===== src/rtl/udma_sim_pkg.sv =====
// Shared types for the uDMA simulation models.
// udma_tx_state_e : TX channel FSM states.
// UDMA_DATA_WIDTH : default data bus width for the uDMA models.
package udma_sim_pkg;

    typedef enum logic [1:0] {
        IDLE  = 2'd0,
        GRANT = 2'd1,
        WAIT  = 2'd2,
        DATA  = 2'd3
    } udma_tx_state_e;

    localparam int UDMA_DATA_WIDTH = 32;

endpackage


===== src/rtl/udma_sim_fifo.sv =====
// Synchronous FIFO with registered occupancy.
// There is no bypass, so a word pushed into an empty FIFO shows up at the
// head one cycle later.
// Ports:
//   sys_clk_i, sys_rst_i : clock, synchronous active-high reset
//   push_i, push_data_i  : write request and data (ignored when full)
//   pop_i                : read request (ignored when empty)
//   head_o               : word at the read pointer
//   level_o              : occupancy, 0..DEPTH
//   full_o, empty_o      : occupancy flags
module udma_sim_fifo #(
    parameter int WIDTH = 32,
    parameter int DEPTH = 8
) (
    input  logic                     sys_clk_i,
    input  logic                     sys_rst_i,
    input  logic                     push_i,
    input  logic [WIDTH-1:0]         push_data_i,
    input  logic                     pop_i,
    output logic [WIDTH-1:0]         head_o,
    output logic [$clog2(DEPTH):0]   level_o,
    output logic                     full_o,
    output logic                     empty_o
);

    localparam int AW = $clog2(DEPTH);
    localparam logic [AW:0] FULL_LVL = DEPTH[AW:0];

    logic [WIDTH-1:0] mem [DEPTH];
    logic [AW-1:0]    wr_ptr;
    logic [AW-1:0]    rd_ptr;
    logic [AW:0]      level;
    logic             do_push;
    logic             do_pop;

    assign full_o  = (level == FULL_LVL);
    assign empty_o = (level == '0);
    assign do_push = push_i && !full_o;
    assign do_pop  = pop_i && !empty_o;
    assign head_o  = mem[rd_ptr];
    assign level_o = level;

    // Storage is not reset; only the pointers define what is valid.
    always_ff @(posedge sys_clk_i) begin
        if (do_push) mem[wr_ptr] <= push_data_i;
    end

    // Pointers wrap naturally since DEPTH is a power of two.
    always_ff @(posedge sys_clk_i) begin
        if (sys_rst_i) begin
            wr_ptr <= '0;
            rd_ptr <= '0;
            level  <= '0;
        end else begin
            if (do_push) wr_ptr <= wr_ptr + 1'b1;
            if (do_pop)  rd_ptr <= rd_ptr + 1'b1;
            case ({do_push, do_pop})
                2'b10:   level <= level + 1'b1;
                2'b01:   level <= level - 1'b1;
                default: level <= level;
            endcase
        end
    end

endmodule


===== src/rtl/udma_tx_stream.sv =====
// uDMA TX channel model: serves a bench-loaded character queue over the
// req/gnt + valid/ready handshake, one character per request.
// Ports:
//   sys_clk_i, sys_rst_i          : clock, synchronous active-high reset
//   enable_i                      : gate for accepting new requests
//   push_valid_i/push_data_i      : bench enqueue; push_ready_o = queue not full
//   data_tx_req_i/data_tx_gnt_o   : request in, one-cycle grant pulse out
//   data_tx_o/data_tx_valid_o     : character and valid, held until ready
//   data_tx_ready_i               : UART accepts the character
//   fifo_level_o, tx_count_o      : occupancy, completed transfers (wrapping)
//   overflow_o                    : sticky, push attempted while full
//   idle_o                        : FSM in IDLE with empty queue
module udma_tx_stream
    import udma_sim_pkg::*;
#(
    parameter int DATA_WIDTH  = UDMA_DATA_WIDTH,
    parameter int FIFO_DEPTH  = 8,
    parameter int GNT_LATENCY = 1,
    parameter int CNT_WIDTH   = 16
) (
    input  logic                         sys_clk_i,
    input  logic                         sys_rst_i,
    input  logic                         enable_i,
    input  logic                         push_valid_i,
    input  logic [DATA_WIDTH-1:0]        push_data_i,
    output logic                         push_ready_o,
    input  logic                         data_tx_req_i,
    output logic                         data_tx_gnt_o,
    output logic [DATA_WIDTH-1:0]        data_tx_o,
    output logic                         data_tx_valid_o,
    input  logic                         data_tx_ready_i,
    output logic [$clog2(FIFO_DEPTH):0]  fifo_level_o,
    output logic [CNT_WIDTH-1:0]         tx_count_o,
    output logic                         overflow_o,
    output logic                         idle_o
);

    localparam logic [3:0] LAT_INIT = 4'(GNT_LATENCY - 1);

    udma_tx_state_e       state_q, state_d;
    logic [3:0]           lat_cnt_q;
    logic                 pop_q;
    logic [CNT_WIDTH-1:0] tx_count_q;
    logic                 overflow_q;
    logic [DATA_WIDTH-1:0] head;
    logic                 fifo_full;
    logic                 fifo_empty;

    // The accepting edge only registers the pop; queue, level and counter
    // move one edge later, which keeps every output a pure function of
    // registered state.
    udma_sim_fifo #(
        .WIDTH (DATA_WIDTH),
        .DEPTH (FIFO_DEPTH)
    ) u_fifo (
        .sys_clk_i   (sys_clk_i),
        .sys_rst_i   (sys_rst_i),
        .push_i      (push_valid_i),
        .push_data_i (push_data_i),
        .pop_i       (pop_q),
        .head_o      (head),
        .level_o     (fifo_level_o),
        .full_o      (fifo_full),
        .empty_o     (fifo_empty)
    );

    always_ff @(posedge sys_clk_i) begin
        if (sys_rst_i) begin
            state_q    <= IDLE;
            lat_cnt_q  <= '0;
            pop_q      <= 1'b0;
            tx_count_q <= '0;
            overflow_q <= 1'b0;
        end else begin
            state_q <= state_d;
            if (state_q == GRANT)
                lat_cnt_q <= LAT_INIT;
            else if (state_q == WAIT && lat_cnt_q != '0)
                lat_cnt_q <= lat_cnt_q - 1'b1;
            pop_q <= (state_q == DATA) && data_tx_ready_i;
            if (pop_q) tx_count_q <= tx_count_q + 1'b1;
            if (push_valid_i && fifo_full) overflow_q <= 1'b1;
        end
    end

    always_comb begin
        state_d = state_q;
        case (state_q)
            // Hold off while a pop is pending: the head still shows the
            // character just delivered.
            IDLE:    if (enable_i && data_tx_req_i && !fifo_empty && !pop_q)
                         state_d = GRANT;
            GRANT:   state_d = (GNT_LATENCY <= 1) ? DATA : WAIT;
            // Counter hits zero on this edge when it currently reads one.
            WAIT:    if (lat_cnt_q <= 4'd1) state_d = DATA;
            DATA:    if (data_tx_ready_i) state_d = IDLE;
            default: state_d = IDLE;
        endcase
    end

    assign data_tx_gnt_o   = (state_q == GRANT);
    assign data_tx_valid_o = (state_q == DATA);
    assign data_tx_o       = (state_q == DATA) ? head : '0;
    assign push_ready_o    = !fifo_full;
    assign tx_count_o      = tx_count_q;
    assign overflow_o      = overflow_q;
    assign idle_o          = (state_q == IDLE) && fifo_empty;

endmodule


===== config.mk =====
export PLATFORM = sky130hd
export DESIGN_NAME = udma_tx_stream
export DESIGN_NICKNAME = d
export VERILOG_FILES = /design/src/rtl/udma_sim_pkg.sv /design/src/rtl/udma_sim_fifo.sv /design/src/rtl/udma_tx_stream.sv
export SDC_FILE = /design/constraint.sdc
export NUM_CORES = 1
export LEC_CHECK = 0
export ABC_AREA = 1
export BUFFER_PORTS_ARGS = -buffer_cell sky130_fd_sc_hd__buf_2
export CORE_AREA = 2 2 199 162
export CTS_CLUSTER_DIAMETER = 80
export CTS_CLUSTER_SIZE = 24
export DETAILED_ROUTE_END_ITERATION = 7
export DIE_AREA = 0 0 201 164
export PLACE_DENSITY = 0.53
export SLEW_MARGIN = 10
export SYNTH_ARGS = -nofsm -noshare
export SYNTH_HDL_FRONTEND = slang
export SYNTH_HIERARCHICAL = 1
export SYNTH_SLANG_ARGS = --single-unit

===== constraint.sdc =====
create_clock -name sys_clk_i -period 3.2 [get_ports sys_clk_i]
set_input_delay 0.16 -clock sys_clk_i [delete_from_list [all_inputs] [get_ports sys_clk_i]]
set_output_delay 0.16 -clock sys_clk_i [all_outputs]
set_load 0.05 [all_outputs]

=== Yosys cells after proc, flatten, opt, wreduce, memory -nomap -nowiden ===
Memories as Yosys holds them, arrays and structs flattened. A register that Yosys moved wholly into a read port is not among the register bits.
Index checks and enable logic that the tools add are counted.

* Memories kept: 1
* RAM bits: 256
* Input port bits: 38
* Register bits after elaboration: 34
* Word-level logic and storage cells: 53
* Output and inout port bits: 57

{| class="wikitable"
|+ Memories
! memory !! depth !! bits a word !! read ports !! clocked after Yosys merged registers in !! wr ports !! line !! text
|-
| u_fifo.mem || 8 || 32 || 1 || 1 || 1 || udma_sim_fifo.sv:29 || <nowiki>logic [WIDTH-1:0] mem [DEPTH];</nowiki>
|}

* Reduce and logical (&&, ||, !) cells: 18
* $lt $le $gt $ge: 1
* Add/subtract/negate cells: 6
* Muxes and demuxes: 10
* Eq/ne operators: 9

{| class="wikitable"
|+ Operators by type and width
! kind !! count
|-
| $mux W32 || 1
|-
| $add A16 B1 Y16 const B || 1
|-
| $logic_and A1 B1 Y1 || 9
|-
| $pmux W2 S4 || 1
|-
| $pmux W4 S2 || 1
|-
| $sub A4 B1 Y4 const B || 2
|-
| $add A3 B1 Y3 const B || 2
|-
| $eq A2 B2 Y1 const B || 3
|-
| $mux W2 || 3
|-
| $mux W3 || 2
|-
| $add A4 B1 Y4 const B || 1
|-
| $eq A2 B1 Y1 const B || 2
|-
| $eq A4 B4 Y1 const B || 1
|-
| $le A4 B1 Y1 const B || 1
|-
| $logic_not A4 Y1 || 1
|-
| $ne A2 B1 Y1 const B || 2
|-
| $reduce_bool A4 Y1 || 1
|-
| $logic_not A1 Y1 || 3
|-
| $reduce_and A3 Y1 || 1
|-
| $logic_not A2 Y1 || 1
|-
| $mux W1 || 2
|-
| $ne A2 B2 Y1 const B || 1
|-
| $reduce_bool A2 Y1 || 1
|-
| $reduce_or A2 Y1 || 1
|}

=== Longest topological paths before layout ===
Gate-level depths: netlist (run 1).

* Word-level depth: 6
* Mapped depth: 14
* Gate-level depth less buffers: 14

=== Hierarchy ===
Netlist (run 1), hierarchy kept.

{| class="wikitable"
|+ By module, submodules not included
! module !! area each (sq um) !! sequential area each (sq um) !! times used !! cells an instance
|-
| udma_sim_fifo || 10630.2 || 7947.6 || 1 || 816
|-
| udma_tx_stream || 1547.7 || 480.5 || 1 || 248
|}

=== Least setup slack after synthesis (run 1) ===
No wires, ideal clock.

* Path type: register to register
* Start point: register u_fifo.level[2], in the netlist u_fifo/level_o[2]
* End point: memory u_fifo.mem[1][0], enable pin
* Buffers on the path: 0
* Data required time: 2779 ps
* Period minus slack after synthesis: 3062 ps
* Setup time: 421 ps
* Setup slack: 138 ps
* Arrival time: 2641 ps
* Stages on the path, launching flop included: 7
* Cell sequence: dfxtp_1 > inv_1 > nand3_1 > nand2_1 > nor2_1 > inv_1 > nor2_1

* Word-level cells in the longest chain between the ends: 5

{| class="wikitable"
|+ Ends and longest elaborated chain
! element !! line !! text
|-
| from (decl) || udma_sim_fifo.sv:32 || <nowiki>logic [AW:0] level;</nowiki>
|-
| from (signal assigned) || udma_sim_fifo.sv:58 || <nowiki>2'b10: level <= level + 1'b1;</nowiki>
|-
| from (signal assigned) || udma_sim_fifo.sv:59 || <nowiki>2'b01: level <= level - 1'b1;</nowiki>
|-
| from (signal assigned) || udma_sim_fifo.sv:60 || <nowiki>default: level <= level;</nowiki>
|-
| $eq A4 B4 Y1 || udma_sim_fifo.sv:36 || <nowiki>assign full_o = (level == FULL_LVL);</nowiki>
|-
| $logic_not A1 Y1 || udma_sim_fifo.sv:38 || <nowiki>assign do_push = push_i && !full_o;</nowiki>
|-
| $logic_and A1 B1 Y1 || udma_sim_fifo.sv:38 ||
|-
| $mux W1 || udma_sim_fifo.sv:45 || <nowiki>if (do_push) mem[wr_ptr] <= push_data_i;</nowiki>
|-
| $mux W1 (not written as such) || udma_sim_fifo.sv:45 ||
|-
| to (decl) || udma_sim_fifo.sv:29 ||
|}

Every way passes these cells.

==> results of run 1 <==
path summary, 6_finish.rpt:
kind | from | to | depth (start not counted)
worst max-delay path | flip-flop | data_tx_o[22] | 8
worst min-delay path | sys_rst_i | u_fifo/level_o[0] | 2
worst max register to register | u_fifo/level_o[2] | u_fifo/mem[6][9] | 5
worst min register to register | overflow_o | overflow_o | 2
synthesized netlist by cell type (all sizes together) (2+ instances only):
cell type,number
xnor2,2
dfxtp,37
mux2i,32
nor2,170
nor3,8
clkbuf,26
o22ai,32
nand2,188
o21bai,3
o21ai,139
nand3,21
edfxtp,256
nor3b,2
ha,13
xor2,3
inv,77
a21oi,24
buf,27
metal layers:
| metal | up-vias | wire, um |
|---|---|---|
| met4 | 0 | 337 |
| met5 | - | 0 |
| met2 | 109 | 12200 |
| met3 | 23 | 782 |
| li1 | 3880 | - |
| met1 | 3819 | 13500 |
layout make-up:
type                            count  share of cell area, %
Tap cell                          420                   3.75
Multi-Input combinational cell    641                   23.0
Timing Repair Buffer              148                   7.49
Clock buffer                       17                   3.04
Sequential cell                   293                   60.3
Clock inverter                      5                  0.384
Inverter                           77                   2.06
stage by stage:
stage / instance area (um^2) / utilization [%] / setup slack (ns) / total power [mW] / instances
2_1_floorplan: 12200 / - / 0.138 / 5.05 / 1064
3_3_place_gp: 13200 / 42.5 / 0.909 / 5.35 / 1545
3_5_place_dp: 13200 / 42.5 / 0.854 / 5.36 / 1545
4_1_cts: 14000 / 45.2 / 0.401 / 7.61 / 1601
5_1_grt: 14000 / 45.2 / 0.238 / 7.84 / 1601
6_report: 14000 / 45.2 / 0.467 / 7.51 / 1601
flip-flops by register name, indices dropped and copies added (netlist names), named ones only:
register	cells
lat_cnt_q	4
u_fifo/rd_ptr	3
u_fifo/mem	256
tx_count_o	16
state_q	2
u_fifo/wr_ptr	3
overflow_o	1
pop_q	1
u_fifo/level_o	4
worst max-delay path, delay by kind of cell, from the launching register on:
kind	cells	cell delay, ns
AND/OR/NAND/NOR	3	0.25
flip-flops	1	0.61
buffers and inverters	3	0.69
AO/OA/AOI/OAI	2	0.48
cell families after synthesis:
group,after synthesis,share of synthesized area [%]
AND/OR/NAND/NOR,391,12.9
flip-flops,293,69.2
AO/OA/AOI/OAI,200,8.71
buffers and inverters,130,4.86
multiplexers,32,2.63
adder cells (fa/ha/maj),13,1.34
XOR/XNOR,5,0.360
power by group through the flow:
stage	Clock (mW)	Sequential [mW]	Combinational, mW
after floorplan	0	4.45	0.605
after global placement	0	4.42	0.931
after detailed placement	0	4.42	0.934
after CTS	2.31	4.33	0.969
after global routing	2.44	4.35	1.05
final	2.22	4.33	0.956
what timing repair did:
| action | 4_1_cts | 5_1_grt |
|---|---|---|
| endpoints found under the hold margin | 258 | 0 |
| endpoints found under the setup margin | 0 | 0 |
| hold buffers | 34 | 0 |
==> results.sh, run 1 <==
export IMPL_antenna_found_initial=0
export IMPL_grt_start_max_net_pins=69
export IMPL_slowest_delay_ns=0.61
export IMPL_num_vias=7831
export IMPL_clock_fmax_ghz=0.366
export IMPL_yosysWarnings=6
export IMPL_yosysSeqAreaShare_pct=69.2
export IMPL_grt_pass1_vias=7570
export IMPL_final_min_clock_period_ns=2.73
export IMPL_n_antenna_cell=0
export IMPL_worst_path_max_delay_cell="dfxtp_4"
export IMPL_wl_per_cell_um=16.7
export IMPL_p_sw_share_pct=26.3
export IMPL_rsz0062_at_grt="no"
export IMPL_slew_headroom_pct=49.2
export IMPL_ys_flop_type="edfxtp_1"
export IMPL_crit_type="flip-flop to primary output"
export IMPL_end_kind="primary output"
export IMPL_async_flop_share_pct=0
export IMPL_cts_sinks=293
export IMPL_firstDrtPassIters=4
export IMPL_synthTopCellsByArea="edfxtp_1 (63%), dfxtp_1 (6.1%), nand2_1 (5.7%)"
export IMPL_cts_tree="built"
export IMPL_multi_input_area_um2=3220
export IMPL_synth_cell_types=37
export IMPL_finClkSkew_ns=0.0159
export IMPL_grt_usage_pct=16.3
export IMPL_detail_route_antenna_nets=0
export IMPL_p_leak_nw=5.28
export IMPL_numCtsBuffers=17
export IMPL_fin_nets=1229
export IMPL_use_met3_pct=2.04
export IMPL_seq_power_share_pct=57.7
export IMPL_num_rows=58
export IMPL_viasPerCell=4.89
export IMPL_whs_ns=0.0685
export IMPL_final_common_cell="edfxtp_1"
export IMPL_grt_pass1_wl_um=42500
export IMPL_synth_nets=1115
export IMPL_regArea_um2=8440
export IMPL_finalHoldViolations=0
export IMPL_max_cap_violations=0
export IMPL_globalplace_congestion=0.751
export IMPL_pwr_share_comb_pct=12.7
export IMPL_tns_ns=0
export IMPL_syn_area_um2=12200
export IMPL_io_pins=95
export IMPL_status="complete, no violations"
export IMPL_start_kind="flip-flop"
export IMPL_r2r_setup_slack_ns=0.84
export IMPL_final_cell_mix="edfxtp_1 (256), nand2_1 (185), nor2_1 (158), o21ai_0 (117), buf_2 (94)"
export IMPL_drive_gt1_share_pct=13.6
export IMPL_yosysTopAreaCellShare_pct=63.1
export IMPL_avgSynthCellArea_um2=11.4
export IMPL_ys_ff_latch=293
export IMPL_cts_setup_buffers=0
export IMPL_cts_resized=0
export IMPL_setup_viol=0
export IMPL_totalWireLength_um=26700
export IMPL_cts_max_path_buffers=3
export IMPL_fin_crit_sh_pct=85.4
export IMPL_syn_inst=1064
export IMPL_critPathMaxFanout=68
export IMPL_grtUsageMet2_pct=26.9
export IMPL_path_cells="buf_12 -> o21ai_0 -> o21ai_0 -> nand2_1 -> nand2_1 -> nand2_1 -> inv_1 -> buf_2"
export IMPL_root_buffer="clkbuf_16"
export IMPL_drc=0
export IMPL_drt_iter0_markers=486
export IMPL_die_y_um=164
export IMPL_hpwlAfterDp_um=15800
export IMPL_initial_core_util_pct=39.3
export IMPL_grt_ovfl_total=0
export IMPL_clockPowerShare_pct=29.6
export IMPL_area_growth_pct=14.9
export IMPL_worstPathArrival_ns=2.57
export IMPL_internal_power_mw=5.53
export IMPL_core_um2=31000
export IMPL_synth_edf_count=256
export IMPL_worstSkewPairLatency_ns=0.50
export IMPL_die_area_um2=33000
export IMPL_portBuffers=94
export IMPL_clk_pin_slew_ns=0.09
export IMPL_cellPowerDensity_nw_per_um2=536
export IMPL_yosys_area_top_type="edfxtp_1"
export IMPL_vdd_ir_drop_max_mv=0.328
export IMPL_die_w_um=201
export IMPL_met1_usage_pct=23.6
export IMPL_htree_levels=1
export IMPL_grt_busiest_layer="met2"
export IMPL_slew_violations=0
export IMPL_switching_power_mw=1.98
export IMPL_fillers=2900
export IMPL_path_common_cell="nand2_1"
export IMPL_hp_class="input port to flip-flop"
export IMPL_critPathRequiredTime_ns=3.04
export IMPL_worst_pin_slew_ns=0.761
Power figures use the tool's default switching activity.
==> run 2, diff against run 1 <==
==> constraint.sdc (replaced) <==
create_clock -name sys_clk_i -period 3.1 [get_ports sys_clk_i]
set_input_delay 0.155 -clock sys_clk_i [delete_from_list [all_inputs] [get_ports sys_clk_i]]
set_output_delay 0.155 -clock sys_clk_i [all_outputs]
set_load 0.05 [all_outputs]
==> results.sh, run 2 (synthesis gave the netlist of run 1 again) <==
export IMPL_drc=0
export IMPL_root_buffer="clkbuf_16"
export IMPL_detail_route_antenna_nets=0
export IMPL_timing_rr_end="u_fifo/mem[5][17]"
export IMPL_fin_crit_sh_pct=82.8
export IMPL_cts_sinks=293
export IMPL_grt_pass1_vias=7640
export IMPL_viasPerCell=4.87
export IMPL_switching_power_mw=2.05
export IMPL_cellPowerDensity_nw_per_um2=555
export IMPL_clk_pin_slew_ns=0.10
export IMPL_worstSkewPairLatency_ns=0.50
export IMPL_htree_levels=1
export IMPL_grt_start_max_net_pins=73
export IMPL_hp_class="input port to flip-flop"
export IMPL_grt_ovfl_total=0
export IMPL_critPathMaxFanout=50
export IMPL_critPathRequiredTime_ns=2.94
export IMPL_pwr_share_comb_pct=12.7
export IMPL_internal_power_mw=5.73
export IMPL_antenna_found_initial=0
export IMPL_hpwlAfterDp_um=16200
export IMPL_max_cap_violations=0
export IMPL_io_pins=95
export IMPL_p_sw_share_pct=26.4
export IMPL_wl_met1_um=13200
export IMPL_slew_headroom_pct=58.9
export IMPL_seq_power_share_pct=57.4
export IMPL_top_register="u_fifo/mem"
export IMPL_rsz0062_at_grt="no"
export IMPL_wl_per_cell_um=16.7
export IMPL_totalWireLength_um=26800
export IMPL_fin_nets=1233
export IMPL_finClkSkew_ns=0.0157
export IMPL_finalPower_mw=7.78
export IMPL_final_min_clock_period_ns=2.57
export IMPL_drive_gt1_share_pct=13.8
export IMPL_multi_input_area_um2=3220
export IMPL_cts_tree="built"
export IMPL_drt_iter0_markers=452
export IMPL_crit_type="flip-flop to primary output"
export IMPL_final_cell_mix="edfxtp_1 (256), nand2_1 (185), nor2_1 (158), o21ai_0 (117), buf_2 (94)"
export IMPL_path_cells="buf_4 -> nor2_1 -> nor2_1 -> o21ai_0 -> o21ai_1 -> nand2_1 -> nand2_1 -> nand2_1 -> inv_1 -> buf_2"
export IMPL_grt_pass1_wl_um=42800
export IMPL_fin_util_pct=45.2
export IMPL_num_rows=58
export IMPL_portBuffers=94
export IMPL_instances_no_fill=1609
export IMPL_die_w_um=201
export IMPL_numCtsBuffers=17
export IMPL_highest_layer="met4"
export IMPL_worst_pin_slew_ns=0.615
export IMPL_place_inst=1549
export IMPL_die_area_um2=33000
export IMPL_wl_met3_um=1010
export IMPL_end_kind="primary output"
export IMPL_firstDrtPassIters=5
export IMPL_core_um2=31000
export IMPL_start_kind="flip-flop"
export IMPL_globalplace_congestion=0.753
export IMPL_initial_core_util_pct=39.3
export IMPL_grt_usage_pct=16.5
export IMPL_slowest_delay_ns=0.50
export IMPL_die_y_um=164
export IMPL_cts_resized=0
export IMPL_crit_end="data_tx_o[7]"
export IMPL_fillers=2913
export IMPL_wl_met2_um=12000
export IMPL_tns_ns=0
export IMPL_status="complete, no violations"
export IMPL_worstPathArrival_ns=2.41
export IMPL_reg2reg_depth=7
export IMPL_cts_max_path_buffers=3
export IMPL_worst_path_max_delay_cell="buf_4"
export IMPL_cp_top_family="buffers and inverters"
export IMPL_setup_viol=0
export IMPL_finalHoldViolations=0
export IMPL_num_vias=7837
export IMPL_largest_reg_flops=256
export IMPL_regArea_um2=8440
export IMPL_r2r_setup_slack_ns=0.92
export IMPL_rr_startpoint="u_fifo/level_o[2]"
export IMPL_final_common_cell="edfxtp_1"
export IMPL_slew_violations=0
export IMPL_n_antenna_cell=0
export IMPL_vdd_ir_drop_max_mv=0.354
export IMPL_path_buf_inv=3
export IMPL_clock_fmax_ghz=0.390
export IMPL_clockPowerShare_pct=29.9
export IMPL_area_growth_pct=15.1
export IMPL_p_leak_nw=5.31
export IMPL_cp_depth=10
export IMPL_path_common_cell="nand2_1"
## run 2: changes by cell type in the layout (fill, tap and decap cells not counted), sizes merged
cell / delta
clkinvlp: -2
buf: +4
clkbuf: +4
clkinv: +2
## run 2: layer usage
metal	up-vias	track usage [%]
li1	3888	-
met1	3791	23.7
met2	128	26.7
met3	30	2.32
met4	0	3.74
met5	-	0
## run 2: worst reg2reg max path, cell delays in order (launching register included)
cell and delay, ns:
dfxtp_1 0.39, inv_1 0.10, nand3_1 0.13, nand2_1 0.19
nor2_1 0.14, inv_1 0.16, nor2_4 0.52, buf_12 0.26
## run 2: how the worst min path moves through the flow
stage / to / cells after the start / from
floorplan: u_fifo/mem[0][0] / 0 / push_data_i[0]
global placement: pop_q / 3 / data_tx_ready_i
detailed placement: pop_q / 3 / data_tx_ready_i
CTS: u_fifo/level_o[0] / 2 / sys_rst_i
global route: u_fifo/level_o[0] / 2 / sys_rst_i
finish: u_fifo/level_o[0] / 2 / sys_rst_i
## run 2: cell type report
cell class	count	area share (%)
Multi-Input combinational cell	641	23.0
Inverter	77	2.06
Tap cell	420	3.75
Sequential cell	293	60.2
Clock inverter	5	0.402
Clock buffer	21	3.14
Timing Repair Buffer	152	7.51
## run 2: power by group through the flow
stage | clock (mW) | combinational (mW) | sequential [mW]
after floorplan | 0 | 0.624 | 4.59
after global placement | 0 | 0.964 | 4.56
after detailed placement | 0 | 0.970 | 4.56
after CTS | 2.41 | 1.01 | 4.47
after global routing | 2.53 | 1.09 | 4.48
final | 2.32 | 0.990 | 4.47
## run 2: repair_timing
item,CTS,global route
buffers inserted,0,0
hold buffers,34,0
hold endpoints to repair,258,0
## run 2: stage by stage
stage / hold slack [ns] / setup WS, ns / area, um^2
after CTS: 0.0514 / 0.502 / 14000
after global placement: 0.401 / 0.969 / 13200
final: 0.0659 / 0.533 / 14000
after detailed placement: 0.410 / 0.922 / 13200
after global routing: 0.0797 / 0.269 / 14000
after floorplan: 0.254 / 0.0380 / 12200
==> run 3, diff against run 2 <==
--- a/config.mk
+++ b/config.mk
@@ -12,7 +12,7 @@
 export CTS_CLUSTER_SIZE = 24
 export DETAILED_ROUTE_END_ITERATION = 7
 export DIE_AREA = 0 0 201 164
-export PLACE_DENSITY = 0.53
+export PLACE_DENSITY = 0.55
 export SLEW_MARGIN = 10
 export SYNTH_ARGS = -nofsm -noshare
 export SYNTH_HDL_FRONTEND = slang
==> constraint.sdc (replaced) <==
create_clock -name sys_clk_i -period 2.2 [get_ports sys_clk_i]
set_input_delay 0.11 -clock sys_clk_i [delete_from_list [all_inputs] [get_ports sys_clk_i]]
set_output_delay 0.11 -clock sys_clk_i [all_outputs]
set_load 0.05 [all_outputs]
==> results.sh, run 3 (synthesis gave the netlist of run 1 again) <==
export IMPL_final_cell_mix="edfxtp_1 (256), nand2_1 (183), nor2_1 (156), o21ai_0 (94), inv_1 (70)"
export IMPL_fin_area_um2=14900
export IMPL_hpwlAfterDp_um=15200
export IMPL_die_y_um=164
export IMPL_internal_power_mw=8.24
export IMPL_finalPower_mw=11.1
export IMPL_portBuffers=94
export IMPL_htree_levels=1
export IMPL_p_sw_share_pct=25.7
export IMPL_clk_pin_slew_ns=0.10
export IMPL_fillers=2821
export IMPL_viasPerCell=4.94
export IMPL_core_um2=31000
export IMPL_drt_iter0_markers=674
export IMPL_grt_pass1_wl_um=42700
export IMPL_setup_viol=0
export IMPL_cts_tree="built"
export IMPL_worstPathArrival_ns=2.06
export IMPL_seq_power_share_pct=56.8
export IMPL_pwr_share_comb_pct=14.2
export IMPL_totalWireLength_um=28700
export IMPL_cts_sinks=293
export IMPL_tns_ns=0
export IMPL_critPathMaxFanout=17
export IMPL_fin_crit_sh_pct=98.4
export IMPL_worstSkewPairLatency_ns=0.50
export IMPL_worst_pin_slew_ns=0.482
export IMPL_cellPowerDensity_nw_per_um2=746
export IMPL_die_area_um2=33000
export IMPL_p_leak_nw=5.60
export IMPL_start_kind="flip-flop"
export IMPL_crit_type="flip-flop to primary output"
export IMPL_vdd_ir_drop_max_mv=0.384
export IMPL_finClkSkew_ns=0.0116
export IMPL_rsz0062_at_grt="yes"
export IMPL_largest_reg_flops=256
export IMPL_grt_usage_pct=16.6
export IMPL_num_rows=58
export IMPL_firstDrtPassIters=5
export IMPL_antenna_found_initial=0
export IMPL_fin_nets=1260
export IMPL_clockPowerShare_pct=29.0
export IMPL_detail_route_antenna_nets=0
export IMPL_clock_fmax_ghz=0.462
export IMPL_r2r_setup_slack_ns=0.28
export IMPL_placed_area_um2=13400
export IMPL_num_vias=8067
export IMPL_final_min_clock_period_ns=2.17
export IMPL_io_pins=95
export IMPL_grt_start_max_net_pins=45
export IMPL_switching_power_mw=2.86
export IMPL_wl_per_cell_um=17.5
export IMPL_critPathRequiredTime_ns=2.09
export IMPL_die_w_um=201
export IMPL_root_buffer="clkbuf_16"
export IMPL_drc=0
export IMPL_end_kind="primary output"
export IMPL_cts_max_path_buffers=3
export IMPL_globalplace_congestion=0.735
export IMPL_slew_headroom_pct=67.8
export IMPL_top_register="u_fifo/mem"
export IMPL_grt_pass1_vias=7563
export IMPL_hp_class="input port to flip-flop"
export IMPL_n_antenna_cell=0
export IMPL_grt_ovfl_total=0
export IMPL_final_common_cell="edfxtp_1"
export IMPL_status="complete, no violations"
export IMPL_numCtsBuffers=16
export IMPL_initial_core_util_pct=39.3
export IMPL_drive_gt1_share_pct=17.0
export IMPL_area_growth_pct=22.1
export IMPL_finalHoldViolations=0
export IMPL_max_cap_violations=0
export IMPL_slew_violations=0
-- run 3: path summary, 6_finish.rpt --
check                      end         startpoint  cells after the start
max              data_tx_o[29]          flip-flop                     10
min                 overflow_o          sys_rst_i                      2
max reg2reg  u_fifo/level_o[2]  u_fifo/level_o[1]                     13
min reg2reg         overflow_o         overflow_o                      2
-- run 3: repair_timing --
action | CTS | global route
setup endpoints to repair | 32 | 31
gates cloned | 5 | 9
resized for setup | 46 | 77
hold endpoints to repair | 258 | 0
pin swaps | 0 | 0
buffers inserted | 4 | 5
hold buffers | 34 | 0
-- run 3: stage by stage --
stage | utilization, % | setup slack (ns) | hold WS [ns] | cells
2_1_floorplan | - | -0.0371 | 0.209 | 1064
3_3_place_gp | 43.1 | 0.306 | 0.382 | 1554
3_5_place_dp | 43.1 | 0.277 | 0.384 | 1554
4_1_cts | 46.7 | -0.0415 | 0.00698 | 1620
5_1_grt | 48.0 | -0.0711 | 0.0216 | 1634
6_report | 48.0 | 0.0342 | 0.0123 | 1634
-- run 3: final cells by class --
class | count | area (um^2) | area share (%)
clock inverter | 2 | 18.8 | 0.126
multi-input combinational | 641 | 3240 | 21.8
tap | 420 | 526 | 3.53
clock buffer | 21 | 460 | 3.10
timing repair buffer | 180 | 1880 | 12.7
sequential | 293 | 8440 | 56.7
inverter | 77 | 305 | 2.05
-- run 3: power by group through the flow --
stage	registers, mW	logic (mW)	clock network [mW]
6_report	6.30	1.58	3.22
5_1_grt	6.32	1.72	3.49
4_1_cts	6.30	1.50	3.31
3_5_place_dp	6.43	1.36	0
3_3_place_gp	6.42	1.35	0
2_1_floorplan	6.47	0.890	0
-- run 3: per-layer routing --
| metal | vias to the layer above | global-route usage, % | wire length, um |
|---|---|---|---|
| li1 | 3950 | - | - |
| met1 | 3902 | 23.1 | 13300 |
| met2 | 186 | 28.1 | 13600 |
| met3 | 29 | 2.28 | 1340 |
| met4 | 0 | 3.16 | 441 |
| met5 | - | 0 | 0 |
-- run 3: critical path: stages (launching register included) --
cell and delay, ns:
dfxtp_4 0.39, buf_12 0.16, inv_16 0.12, clkbuf_16 0.19, nor2_1 0.05, o22ai_1 0.16, nand2_1 0.07, nand2_1 0.07
nand2_1 0.08, inv_1 0.07, buf_4 0.19
